<file path="src/rtl/dynamic_node_header_decode.sv">
// ============================================================================
// dynamic_node_header_decode: one-entry flit stage that tracks head/body/tail
// framing and holds the destination fields of the packet in flight.
// Revision: 1.0
// ============================================================================
`default_nettype none

module dynamic_node_header_decode #(
  parameter int DATA_WIDTH  = 64,
  parameter int CHIP_WIDTH  = 14,
  parameter int XY_WIDTH    = 8,
  parameter int FBITS_WIDTH = 4,
  parameter int LEN_WIDTH   = 8
) (
  input  logic                   clk,
  input  logic                   reset,
  input  logic [DATA_WIDTH-1:0]  in_data,
  input  logic                   in_valid,
  output logic                   in_ready,
  output logic [DATA_WIDTH-1:0]  out_data,
  output logic                   out_valid,
  input  logic                   out_ready,
  output logic                   out_head,
  output logic                   out_tail,
  output logic [CHIP_WIDTH-1:0]  dest_chip,
  output logic [XY_WIDTH-1:0]    dest_x,
  output logic [XY_WIDTH-1:0]    dest_y,
  output logic [FBITS_WIDTH-1:0] dest_fbits,
  output logic                   route_valid
);

  // Header fields are packed downward from the MSB: chip, x, y, fbits, len.
  localparam int CHIP_LSB = DATA_WIDTH - CHIP_WIDTH;
  localparam int X_LSB    = CHIP_LSB - XY_WIDTH;
  localparam int Y_LSB    = X_LSB - XY_WIDTH;
  localparam int FB_LSB   = Y_LSB - FBITS_WIDTH;
  localparam int LEN_LSB  = FB_LSB - LEN_WIDTH;

  typedef enum logic [0:0] {
    ST_HEAD = 1'b0,
    ST_BODY = 1'b1
  } state_t;

  state_t                 state_q, state_d;
  logic [LEN_WIDTH-1:0]   count_q, count_d;
  logic [DATA_WIDTH-1:0]  out_data_q, out_data_d;
  logic                   out_valid_q, out_valid_d;
  logic                   out_head_q, out_head_d;
  logic                   out_tail_q, out_tail_d;
  logic [CHIP_WIDTH-1:0]  dest_chip_q, dest_chip_d;
  logic [XY_WIDTH-1:0]    dest_x_q, dest_x_d;
  logic [XY_WIDTH-1:0]    dest_y_q, dest_y_d;
  logic [FBITS_WIDTH-1:0] dest_fbits_q, dest_fbits_d;
  logic                   route_valid_q, route_valid_d;

  logic                   w_accept;
  logic                   w_emit;
  logic [LEN_WIDTH-1:0]   w_len;

  assign in_ready = !out_valid_q || out_ready;
  assign w_accept = in_valid && in_ready;
  assign w_emit   = out_valid_q && out_ready;
  assign w_len    = in_data[LEN_LSB +: LEN_WIDTH];

  always_comb begin
    state_d       = state_q;
    count_d       = count_q;
    out_data_d    = out_data_q;
    out_valid_d   = out_valid_q;
    out_head_d    = out_head_q;
    out_tail_d    = out_tail_q;
    dest_chip_d   = dest_chip_q;
    dest_x_d      = dest_x_q;
    dest_y_d      = dest_y_q;
    dest_fbits_d  = dest_fbits_q;
    route_valid_d = route_valid_q;

    if (w_emit) begin
      out_valid_d = 1'b0;
      if (out_tail_q) begin
        route_valid_d = 1'b0;
      end
    end

    // An accept on the same edge as an emit overrides the clears above.
    if (w_accept) begin
      out_valid_d = 1'b1;
      out_data_d  = in_data;
      case (state_q)
        ST_HEAD: begin
          dest_chip_d   = in_data[CHIP_LSB +: CHIP_WIDTH];
          dest_x_d      = in_data[X_LSB +: XY_WIDTH];
          dest_y_d      = in_data[Y_LSB +: XY_WIDTH];
          dest_fbits_d  = in_data[FB_LSB +: FBITS_WIDTH];
          route_valid_d = 1'b1;
          out_head_d    = 1'b1;
          count_d       = w_len;
          if (w_len == '0) begin
            out_tail_d = 1'b1;
            state_d    = ST_HEAD;
          end else begin
            out_tail_d = 1'b0;
            state_d    = ST_BODY;
          end
        end
        ST_BODY: begin
          out_head_d = 1'b0;
          count_d    = count_q - LEN_WIDTH'(1);
          if (count_q == LEN_WIDTH'(1)) begin
            out_tail_d = 1'b1;
            state_d    = ST_HEAD;
          end else begin
            out_tail_d = 1'b0;
          end
        end
        default: begin
          state_d = ST_HEAD;
        end
      endcase
    end
  end

  always_ff @(posedge clk or posedge reset) begin
    if (reset) begin
      state_q       <= ST_HEAD;
      count_q       <= '0;
      out_data_q    <= '0;
      out_valid_q   <= 1'b0;
      out_head_q    <= 1'b0;
      out_tail_q    <= 1'b0;
      dest_chip_q   <= '0;
      dest_x_q      <= '0;
      dest_y_q      <= '0;
      dest_fbits_q  <= '0;
      route_valid_q <= 1'b0;
    end else begin
      state_q       <= state_d;
      count_q       <= count_d;
      out_data_q    <= out_data_d;
      out_valid_q   <= out_valid_d;
      out_head_q    <= out_head_d;
      out_tail_q    <= out_tail_d;
      dest_chip_q   <= dest_chip_d;
      dest_x_q      <= dest_x_d;
      dest_y_q      <= dest_y_d;
      dest_fbits_q  <= dest_fbits_d;
      route_valid_q <= route_valid_d;
    end
  end

  assign out_data    = out_data_q;
  assign out_valid   = out_valid_q;
  assign out_head    = out_head_q;
  assign out_tail    = out_tail_q;
  assign dest_chip   = dest_chip_q;
  assign dest_x      = dest_x_q;
  assign dest_y      = dest_y_q;
  assign dest_fbits  = dest_fbits_q;
  assign route_valid = route_valid_q;

endmodule

`default_nettype wire

</file>
<file path="config.mk">
export PLATFORM = sky130hd
export DESIGN_NAME = dynamic_node_header_decode
export DESIGN_NICKNAME = d
export VERILOG_FILES = /design/src/rtl/dynamic_node_header_decode.sv
export SDC_FILE = /design/constraint.sdc
export NUM_CORES = 1
export LEC_CHECK = 0
export ABC_AREA = 1
export BUFFER_PORTS_ARGS = -buffer_cell sky130_fd_sc_hd__clkbuf_2
export CAP_MARGIN = 20
export CORE_AREA = 2 2 126 128
export CTS_CLUSTER_DIAMETER = 120
export DETAILED_ROUTE_END_ITERATION = 7
export DIE_AREA = 0 0 128 130
export PLACE_DENSITY = 0.57
export SKIP_LAST_GASP = 1
export SLEW_MARGIN = 20
export SYNTH_ARGS = -nofsm -noshare
export SYNTH_HDL_FRONTEND = slang
export SYNTH_SLANG_ARGS = --single-unit
</file>
<file path="constraint.sdc">
create_clock -name clk -period 4.2 [get_ports clk]
set_input_delay 0.21 -clock clk [delete_from_list [all_inputs] [get_ports clk]]
set_output_delay 0.21 -clock clk [all_outputs]
set_load 0.005 [all_outputs]
</file>
After elaboration in Yosys (flattened, before gate mapping)
Index checks and enable logic that the tools add are counted.
{"block": "word_totals", "ff_bits": 111}
{"block": "classes", "eq_ne": 1, "add_sub_neg": 1, "n_mux": 14, "n_reduce_logical": 7, "bitwise": 1}
{"op": "$pmux 8 s2", "n": 1}
{"op": "$mux 1", "n": 10}
{"op": "$eq 8x1->1 const B", "n": 1}
{"op": "$logic_not 8->1", "n": 1}
{"op": "$sub 8x1->8 const B", "n": 1}
{"op": "$pmux 1 s2", "n": 3}
{"op": "$logic_and 1x1->1", "n": 2}
{"op": "$reduce_and 2->1", "n": 1}
{"op": "$reduce_bool 2->1", "n": 1}
{"op": "$logic_not 1->1", "n": 1}
{"op": "$logic_or 1x1->1", "n": 1}
{"op": "$not 1->1", "n": 1}

Longest topological paths before layout
{"block": "depth", "word_depth": 4, "mapped_depth": 8}

Worst setup path after synthesis
OpenSTA, ideal clock, no wires.
{"block": "synth_timing", "path_type": "flip-flop to flip-flop", "from": "register out_valid_q, in the netlist out_valid", "to": "register dest_x_q[0], in the netlist dest_x[0]", "n_path_buf": 2, "t_arrival_ns": 1.140, "required_ns": 4.070, "stages_incl_launch_ff": 7, "slack_ns": 2.930, "path_cell_list": "dfrtp_1 a21oi_4 nand2_1 buf_2 buf_2 nand2_1 o21ai_1"}
{"block": "synth_between", "elab_chain_cells": 4}
{"element": "start, declared", "line_no": "47", "text": "logic out_valid_q, out_valid_d;"}
{"element": "start signal, assigned", "line_no": "140", "text": "out_valid_q <= out_valid_d;"}
{"element": "$logic_not 1->1", "line_no": "60", "text": "assign in_ready = !out_valid_q || out_ready;"}
{"element": "$logic_or 1x1->1", "line_no": "60"}
{"element": "$logic_and 1x1->1", "line_no": "61", "text": "assign w_accept = in_valid && in_ready;"}
{"element": "$reduce_and 2->1 (no line)"}
{"element": "end signal, assigned", "line_no": "144", "text": "dest_x_q <= dest_x_d;"}
{"element": "end, declared", "line_no": "51", "text": "logic [XY_WIDTH-1:0] dest_x_q, dest_x_d;"}
No other way between the ends.
A chain may end at the register's enable or synchronous reset.

Final worst setup path
{"block": "layout_timing", "from": "register out_valid_q, in the netlist out_valid", "to": "register dest_x_q[2], in the netlist dest_x[2]"}
The elaborated chain is that of the path after synthesis.

==> run_results.csv <==
group,metric,value,unit
clocking,cts_buffers,9,
cells_and_area,drive_gt1_frac,0.298,
place,gp_congestion,0.771,
synthesis,synth_edf_count,0,
routing,drc,0,
die,num_rows,46,
die,start_util,0.284,
synthesis,async_reset_ff_frac,1.00,
worst_setup_path,path_max_fanout,41,
synthesis,avgSynthCellArea,9.05,µm²
cells_and_area,area_delta_synth_final,31.6,%
grt,grt-ovfl-total,0,
grt,grt_max_degree,113,
worst_setup_path,required,4.42,ns
timing,final.setup_skew,0.00811,ns
synthesis,synth-seq-area-share,0.634,
cells_and_area,nets,716,
die,core_area,0.0154,mm²
min_path,hold_class,"input port to register",
clocking,holdBufCountCts,1,
worst_setup_path,worst_setup_path_end_kind,"register",
clocking,postCtsSetupRepairBufs,0,
clocking,cts_num_sinks,111,
worst_setup_path,critPathArrivalTime,2.31,ns
timing,slew_viol_final,0,
timing,max-slew-margin-rel,0.574,
synthesis,netlist.area_leader.share,0.634,
synthesis,ys_ff_latch,111,
synthesis,yosys_warnings,0,
timing,period_needed,2.09,ns
die,die_x,128,µm
clocking,clkLatencyLatePin,0.35,ns
timing,setup_tns,0,ns
place,dp_hpwl,7370,µm
timing,hold_viol,0,
routing,dr_total_vias,3512,
clocking,clockRootBuffer,"clkbuf_16",
worst_setup_path,crit_type,"register to register",
cells_and_area,diodes,0,
die,io_pins,171,
synthesis,synth_area_leaders,"dfrtp_1, nand2_1, o21ai_0, inv_1, o21ai_1",
place,io_buffer_count,170,
synthesis,synthDistinctLibCells,18,
synthesis,synthesis.area,0.00438,mm²
routing,via_per_inst,4.17,
timing,fin_crit_sh,0.497,
pwr,p_leak,3.20,nW
timing,tightestPinTransition,0.639,ns
synthesis,synth_most_common_cell,"nand2_1",
clocking,post_cts_resized,0,
clocking,cts_tree,"done",
routing,dr.pass1.iters,5,
synthesis,synthCells,484,
grt,antenna_found_initial,0,
pwr,total_power,0.00294,W
synthesis,ys.flop_type,"dfrtp_1",
pwr,ir_drop,226,µV
synthesis,syn_nets,554,
timing,fmaxAchievable,479,MHz
grt,grt_usage,0.129,
timing,rsz0062_at_grt,"no",
synthesis,synth_common_cells,"nand2_1, dfrtp_1, inv_1, o21ai_0, o21ai_1",
die,die_h,130,µm
die,die_area,0.0166,mm²
clocking,ctsLongestPathBuffers,2,
routing,antenna_left,0,
routing,drt-wirelength-per-cell,12.5,µm
routing,wirelength,10600,µm
synthesis,yosys.area.top_type,"dfrtp_1",
pwr,power_density,510,mW/mm²
routing,drt_iter0_drc,164,
run_status,status,"finished, final reports clean",
grt,grt_pass1_wl,16900,µm
grt,grt_pass1_vias,3241,
worst_setup_path,start_kind,"register",
clocking,htreeDepth,3,
run,cap_violations,0,
timing,setup_violations,0,
clocking,clk_pin_slew_worst_paths,0.07,ns
[per-layer routing]
metal	vias to the layer above	global-route usage	wire (µm)
met5	-	0	0
met4	0	0.0543	120
met3	8	0.0344	618
met2	113	0.187	4580
met1	1558	0.184	5250
li1	1833	-	-
[cell families after synthesis]
| family | after synthesis | synth area share |
|---|---|---|
| AOI/OAI and AO/OA | 93 | 0.110 |
| adders and majority gates | 2 | 0.00572 |
| buffers and inverters | 77 | 0.0715 |
| DFF | 111 | 0.634 |
| and+or+nand+nor | 201 | 0.178 |
[state kept, by name, indices dropped and copies added, names as in the netlist, 4 cells and up]
signal	cells
dest_x	8
count_q	8
out_data	64
dest_y	8
dest_fbits	4
dest_chip	14
[area by class of cell]
class / instances / area, µm²
clock inverters: 7 / 120
inverters: 53 / 201
well taps: 192 / 240
fillers: 1620 / 9660
repair buffers: 175 / 891
clock buffers: 9 / 225
flip-flops and latches: 111 / 2780
multi-input cells: 296 / 1310
[final timing paths]
check,to,from,cells after the start,slack (ns)
setup reg to reg,dest_x[2]$_DFFE_PP0P_,out_valid$_DFFE_PP0P_,6,2.11
min in group asynchronous,out_data[47]$_DFFE_PP0N_,reset,3,0.33
max in group asynchronous,out_data[56]$_DFFE_PP0N_,reset,4,2.99
hold / removal,out_data[18]$_DFFE_PP0N_,in_data[18],3,0.04
hold reg to reg,out_data[10]$_DFFE_PP0N_,out_data[10]$_DFFE_PP0N_,2,0.48
setup / recovery,dest_x[2]$_DFFE_PP0P_,out_valid$_DFFE_PP0P_,6,2.11
[placed cells by master, fill, tap and decap left out]
master           n
nand2_8          1
nand3_1          9
buf_4            4
a31oi_1          1
dfrtp_1        111
clkbuf_2       170
inv_4            1
nor2_1          16
inv_1           52
nand2_1        169
a21oi_1          5
a21oi_4          1
nand2_2          1
clkinv_2         1
inv_6            1
clkinv_4         1
o21ai_0         53
clkbuf_16        9
o211ai_1         2
bufinv_16        3
nand4_1          2
ha_1             2
dlygate4sd3_1    1
clkinvlp_4       1
o21ai_1         31
nor3_1           1
nand3b_1         2
[power by group]
group / internal, W / switching, W
sequential: 0.00126 / 0.000124
combinational: 0.000250 / 0.000311
clock: 0.000585 / 0.000401
[metrics by stage]
step / worst slack (ns) / hold WS (ns) / cells / util / cell area, µm²
floorplan: 1.06 / 0.320 / 484 / - / 4380
global placement: 2.12 / 0.158 / 826 / 0.350 / 5400
detailed placement: 2.08 / 0.161 / 826 / 0.350 / 5400
CTS: 2.07 / 0.0317 / 843 / 0.373 / 5750
global route: 1.86 / 0.0505 / 843 / 0.374 / 5760
finish: 2.11 / 0.0440 / 843 / 0.374 / 5760
[worst max-delay path: stages (launching register included)]
cell     delay [ns]
dfrtp_1        0.43
a21oi_4        0.15
buf_4          0.33
nand2_2        0.43
buf_4          0.41
nand2_1        0.09
o21ai_0        0.07
No activity file was read; power rests on OpenSTA's default activity.
